`config.mk`:
```
export PLATFORM = sky130hd
export DESIGN_NAME = elastic_pipe
export DESIGN_NICKNAME = d
export VERILOG_FILES = /design/src/rtl/elastic_pipe_pkg.sv /design/src/rtl/elastic_pipe_stage.sv /design/src/rtl/elastic_pipe.sv
export SDC_FILE = /design/constraint.sdc
export NUM_CORES = 1
export LEC_CHECK = 0
export BUFFER_PORTS_ARGS = -buffer_cell sky130_fd_sc_hd__buf_4
export CAP_MARGIN = 15
export CORE_MARGIN = 4
export CORE_UTILIZATION = 48
export DETAILED_ROUTE_END_ITERATION = 8
export PLACE_DENSITY = 0.8
export SLEW_MARGIN = 20
export SYNTH_ARGS = -nofsm -noshare
export SYNTH_HDL_FRONTEND = slang
export SYNTH_SLANG_ARGS = --single-unit
```
`constraint.sdc`:
```
create_clock -name clk_i -period 2.42 [get_ports clk_i]
set_input_delay 0.484 -clock clk_i [delete_from_list [all_inputs] [get_ports clk_i]]
set_output_delay 0.484 -clock clk_i [all_outputs]
set_load 0.01 [all_outputs]
```
`src/rtl/elastic_pipe_pkg.sv`:
```
// Shared helpers for the elastic pipeline: width calculation for the occupancy count.
package elastic_pipe_pkg;

  function automatic int clog2(input int n);
    int r;
    r = 0;
    for (int i = 1; i < n; i = i << 1) r++;
    return r;
  endfunction

  // Occupancy counter width; never narrower than one bit so the port always exists.
  function automatic int count_width(input int stages);
    return (clog2(stages + 1) < 1) ? 1 : clog2(stages + 1);
  endfunction

endpackage

```
`src/rtl/elastic_pipe_stage.sv`:
```
// One register slot of the elastic pipe: valid bit with async clear plus a payload
// register that only captures real beats.
module elastic_pipe_stage #(
  parameter int DATA_WIDTH = 16,
  parameter bit CLEAR_DATA = 1'b0
) (
  input  logic                  clk_i,
  input  logic                  rst_ni,
  input  logic                  flush_i,
  input  logic                  load_i,
  input  logic                  valid_i,
  input  logic [DATA_WIDTH-1:0] data_i,
  output logic                  valid_o,
  output logic [DATA_WIDTH-1:0] data_o
);

  logic                  valid_q, valid_d;
  logic [DATA_WIDTH-1:0] data_q;
  logic                  data_en;

  always_comb begin
    // NOTE: assign a default first so every path drives valid_d and no latch is inferred.
    valid_d = valid_q;
    if (flush_i)     valid_d = 1'b0;
    else if (load_i) valid_d = valid_i;
  end

  // Payload only moves with a real beat, so bubbles never toggle the data bus.
  assign data_en = load_i & valid_i & ~flush_i;

  always_ff @(posedge clk_i or negedge rst_ni) begin
    if (!rst_ni) valid_q <= 1'b0;
    else         valid_q <= valid_d;
  end

  if (CLEAR_DATA) begin : g_clear_data
    always_ff @(posedge clk_i or negedge rst_ni) begin
      if (!rst_ni)      data_q <= '0;
      else if (flush_i) data_q <= '0;
      else if (data_en) data_q <= data_i;
    end
  end else begin : g_keep_data
    // NOTE: payload is deliberately left unreset; valid_q alone says whether it means anything.
    always_ff @(posedge clk_i) begin
      if (data_en) data_q <= data_i;
    end
  end

  assign valid_o = valid_q;
  assign data_o  = data_q;

endmodule

```
`src/rtl/elastic_pipe.sv`:
```
// NUM_STAGES-deep bubble-collapsing valid/ready pipeline with flush and occupancy count;
// NUM_STAGES = 0 degenerates to a combinational pass-through.
module elastic_pipe
  import elastic_pipe_pkg::*;
#(
  parameter  int NUM_STAGES = 2,
  parameter  int DATA_WIDTH = 16,
  parameter  bit CLEAR_DATA = 1'b0,
  localparam int CW         = count_width(NUM_STAGES)
) (
  input  logic                  clk_i,
  input  logic                  rst_ni,
  input  logic                  flush_i,
  input  logic                  s_valid_i,
  output logic                  s_ready_o,
  input  logic [DATA_WIDTH-1:0] s_data_i,
  output logic                  m_valid_o,
  input  logic                  m_ready_i,
  output logic [DATA_WIDTH-1:0] m_data_o,
  output logic [CW-1:0]         count_o
);

  if (NUM_STAGES == 0) begin : g_bypass
    assign m_valid_o = s_valid_i & ~flush_i;
    assign s_ready_o = m_ready_i & ~flush_i;
    assign m_data_o  = s_data_i;
    assign count_o   = '0;
  end else begin : g_pipe
    logic [NUM_STAGES:0]   rdy;
    logic [NUM_STAGES-1:0] v;
    logic [NUM_STAGES-1:0] v_in;
    logic [DATA_WIDTH-1:0] d    [NUM_STAGES];
    logic [DATA_WIDTH-1:0] d_in [NUM_STAGES];
    logic [CW-1:0]         cnt;

    // A stage may load when it is empty or its successor is moving on this cycle.
    assign rdy[NUM_STAGES] = m_ready_i & ~flush_i;

    for (genvar i = 0; i < NUM_STAGES; i++) begin : g_stage
      if (i == 0) begin : g_head
        assign v_in[i] = s_valid_i;
        assign d_in[i] = s_data_i;
      end else begin : g_body
        assign v_in[i] = v[i-1];
        assign d_in[i] = d[i-1];
      end

      assign rdy[i] = ~v[i] | rdy[i+1];

      elastic_pipe_stage #(
        .DATA_WIDTH (DATA_WIDTH),
        .CLEAR_DATA (CLEAR_DATA)
      ) u_stage (
        .clk_i   (clk_i),
        .rst_ni  (rst_ni),
        .flush_i (flush_i),
        .load_i  (rdy[i]),
        .valid_i (v_in[i]),
        .data_i  (d_in[i]),
        .valid_o (v[i]),
        .data_o  (d[i])
      );
    end

    always_comb begin
      cnt = '0;
      for (int i = 0; i < NUM_STAGES; i++) cnt = cnt + CW'(v[i]);
    end

    assign s_ready_o = rdy[0] & ~flush_i;
    assign m_valid_o = v[NUM_STAGES-1] & ~flush_i;
    assign m_data_o  = d[NUM_STAGES-1];
    assign count_o   = cnt;
  end

endmodule

```
---- Word-level counts from Yosys, hierarchy flattened ----
Index checks and enable logic that the tools add are counted.
word-level totals
  register bits ........................... 34
  input port bits ......................... 21
  output and inout bits ................... 20
  word-level logic and storage cells ...... 23
cells by class
  add/sub/neg operators ................... 1
  multiplexer cells ....................... 4
  bitwise operators ....................... 12
  reductions and logical operators ........ 2
operator list
  operator              count
  AND 1 bit             7
  two-way mux 1 bit     4
  nonzero test 2 bit    2
  inverter 1 bit        3
  adder 1 x 1 -> 2 bit  1
  OR 1 bit              2

---- Depth between registers and ports, before layout ----
  depth in word-level cells ............... 6
  gate-level depth with buffers ........... 2
  mapped depth without buffers ............ 2

---- Modules after synthesis ----
Synthesis repeated with hierarchy kept, for this count alone.
unflattened totals
  cell total of the unflattened synthesis .. 46
  area total of the unflattened synthesis .. 1099.8 um^2
by module, submodules not included
  module              times used  cells an instance  area each (um^2)  sequential area each (um^2)
  elastic_pipe_stage  2           20                 529.3             505.5
  elastic_pipe        1           6                  41.3              0.0

---- Worst setup path before layout ----
Ideal clock, no wire load.
  path type ............................... in2reg
  start point ............................. input flush_i
  end point ............................... register g_pipe.g_stage[0].u_stage.data_q[0], enable pin
  library setup time ...................... 0.394 ns
  arrival time ............................ 1.454 ns
  data required time ...................... 2.026 ns
  path slack .............................. 0.571 ns
  cell stages on the path ................. 2
  buffers on the path ..................... 0
  cell sequence ........................... nand2b_1 > a21oi_1
between the ends
  longest elaborated chain between the ends .. 6
RTL lines
  what                                   line                                          RTL
  from (decl)                            elastic_pipe.sv:13                            input logic flush_i,
  inverter 1 bit (*)                     elastic_pipe_stage.sv:29, elastic_pipe.sv:37
  AND 1 bit                              elastic_pipe.sv:37                            assign rdy[NUM_STAGES] = m_ready_i & ~flush_i;
  OR 1 bit (2 in series)                 elastic_pipe.sv:48                            assign rdy[i] = ~v[i] | rdy[i+1];
  AND 1 bit                              elastic_pipe_stage.sv:29                      assign data_en = load_i & valid_i & ~flush_i;
  AND 1 bit (*)                          elastic_pipe_stage.sv:29
  net g_pipe.g_stage[0].u_stage.data_en  elastic_pipe_stage.sv:19                      logic data_en;
  to (signal assigned)                   elastic_pipe_stage.sv:45                      if (data_en) data_q <= data_i;
  to (decl)                              elastic_pipe_stage.sv:18                      logic [DATA_WIDTH-1:0] data_q;
The timed path passes the listed nets; every way through them passes the cells marked *.
A chain may end at the register's enable or synchronous reset.

---- Worst setup path after layout ----
  start point ............................. register g_pipe.g_stage[0].u_stage.valid_q
  end point ............................... output count_o[0]
between the ends
  longest elaborated chain between the ends .. 1
RTL lines
  what                    line                      RTL
  from (decl)             elastic_pipe_stage.sv:17  logic valid_q, valid_d;
  from (signal assigned)  elastic_pipe_stage.sv:33  else valid_q <= valid_d;
  adder 1 x 1 -> 2 bit    elastic_pipe.sv:67        for (int i = 0; i < NUM_STAGES; i++) cnt = cnt + CW'(v[i]);
  to (decl)               elastic_pipe.sv:20        output logic [CW-1:0] count_o
No other way between the ends.

==> results.toml <==
[cells_and_area]
final_cell_mix = "buf_4, edfxtp_1, clkbuf_4, a21oi_1, dfrtp_1"
layout_commonest_cell = "buf_4"
nets = 116
drive_above_1_share_pct = 53.7
area_growth_pct = 24.2
antenna_cells = 0

[sta]
fin_crit_ps = 1700
slew_viol_final = 0
hold_viol_final = 0
max_freq_mhz = 589
finClkSkew_ps = 5.17
finalSetupTns_ps = 0
worst_pin_slew_ps = 208
final_min_period_over_clock_period_pct = 70.2
finalSetupViolCount = 0
rsz0062_at_grt = "false"
max-slew-margin-rel_pct = 86.2

[power]
totalPowerFinal_mw = 1.03
pwr_density_cell_nw_per_um2 = 680
vdd_drop_max_v = 0.000558
power.leakage_nw = 0.604

[clocking]
post_cts_buffers = 0
worstSkewPairLatency_ps = 320
clkSlewWorstSetupHoldPaths_ps = 100
cts_tree = "built"
clock_path_buffers = 2
htreeDepth = 2
cts_buffers = 5
clock-root-buffer = "clkbuf_4"
cts_sinks = 34

[routing]
via_per_inst = 4.67
drt_wl_total_mm = 1.67
wl_met1_um = 555
top_layer = "met4"
wl_per_cell_um = 13.6
first_pass_iters = 3
first_iter_violations = 14
drtAntennaViolNets = 0
drc = 0
via_count = 574
wl_met2_um = 893
wl_met3_um = 149

[setup_path]
cp-start-kind = "flop"
crit_path_cell_trace = "ha_1, buf_4"
path_buf_inv = 1
worstPathRequired_ps = 1940
crit_family = "flip-flops"
end_kind = "output pin"
critPathSlowestCell = "dfrtp_1"
critical_path_arrival_ps = 1210
cpPeakStageDelay_ps = 450
crit_fanout = 6
worstSetupPathType = "flop to output pin"

[floorplan]
core_um2 = 2320
pin_count = 41
dieHeight_um = 58.4
die_w_um = 58.4
row_count = 17
start_util_pct = 52.5
die_area_um2 = 3410

[min_path]
hp-class = "input port to flop"

[grt]
grt_antenna_before_repair = 0
grt_overflow_total = 0
grt.total_usage_pct = 11.1
grt_max_degree = 17
grt_pass1_vias = 613
grt_pass1_wl_mm = 2.66

[logic_synthesis]
synth_area_leaders = "edfxtp_1, buf_4, dfrtp_1, nor2b_4, ha_1"
synthesis.area_um2 = 1220
syn_area_per_cell_um2 = 20.3
synth_cell_type_count = 12
synthCells = 60
yosysTopAreaCell = "edfxtp_1"
ys_seq_elements = 34
syn_nets = 82
yosys_warnings = 0
yosysTopAreaCellShare_pct = 78.9
ys_seq_area_share_pct = 83.0

[status]
status = "finished, final reports clean"

[job]
drv_cap = 0

[placed_design]
port_buffers = 40
gp_congestion = 0.694
synthesized netlist by cell type:
cell       number
nand4bb_1       1
buf_4          16
edfxtp_1       32
nand2b_1        1
nand2_1         1
nor3b_2         1
nor2b_4         1
dfrtp_1         2
o21ba_1         1
a21oi_1         2
nor2b_1         1
ha_1            1
worst paths after layout:
path / startpoint / to / slack [ps] / depth (start not counted)
max in group asynchronous: rst_ni / g_pipe.g_stage[1].u_stage.valid_o / 1860 / 2
setup / recovery: g_pipe.g_stage[0].u_stage.valid_o / count_o[0] / 720 / 2
setup reg to reg: g_pipe.g_stage[1].u_stage.valid_o / g_pipe.g_stage[1].u_stage.data_o[10] / 1140 / 3
min in group asynchronous: rst_ni / g_pipe.g_stage[0].u_stage.valid_o / 470 / 2
hold / removal: s_data_i[4] / g_pipe.g_stage[0].u_stage.data_o[4] / 330 / 1
hold reg to reg: g_pipe.g_stage[0].u_stage.data_o[12] / g_pipe.g_stage[1].u_stage.data_o[12] / 430 / 0
state kept, by name, indices dropped and copies added, names as in the netlist:
| signal | count |
|---|---|
| g_pipe.g_stage.u_stage.data_o | 32 |
| g_pipe.g_stage.u_stage.valid_o | 2 |
layout make-up:
class                   count  area, µm²
flip-flops and latches     34       1010
fillers                   186        807
repair buffers             43        325
multi-input cells          10       86.3
clock buffers               5       37.5
well taps                  28       35.0
clock inverters             3       16.3
metal layers:
metal  vias to the layer above  GRT usage (%)
li1                        272              -
met1                       266           9.91
met2                        29           19.1
met3                         7           5.48
met4                         0           7.62
met5                         -              0
logic make-up (layout without fill, tap and decap cells):
group / Yosys count / count (layout) / share of synthesized area [%]
flip-flops: 34 / 34 / 83.0
AND/OR/NAND/NOR: 6 / 6 / 4.42
adder cells (fa/ha/maj): 1 / 1 / 1.03
AO/OA/AOI/OAI: 3 / 3 / 1.64
buffers and inverters: 16 / 51 / 9.87
per-stage QoR:
step	area [µm²]	hold slack (ps)	setup WS, ps	std cells	util (%)
2_1_floorplan	1220	188	571	60	-
3_3_place_gp	1450	268	978	114	62.4
3_5_place_dp	1450	270	925	114	62.4
4_1_cts	1510	319	691	123	65.2
5_1_grt	1510	295	633	123	65.2
6_report	1510	331	721	123	65.2
power by group:
part           total, mW  internal (mW)  switching [mW]
registers          0.673          0.667         0.00649
logic             0.0690         0.0410          0.0280
clock network      0.286          0.108           0.178
what timing repair did:
action | 4_1_cts | 5_1_grt
hold buffers | 1 | 0
endpoints found under the hold margin | 2 | 0
resized for setup | 0 | 0
(Power assumes the default switching activity.)
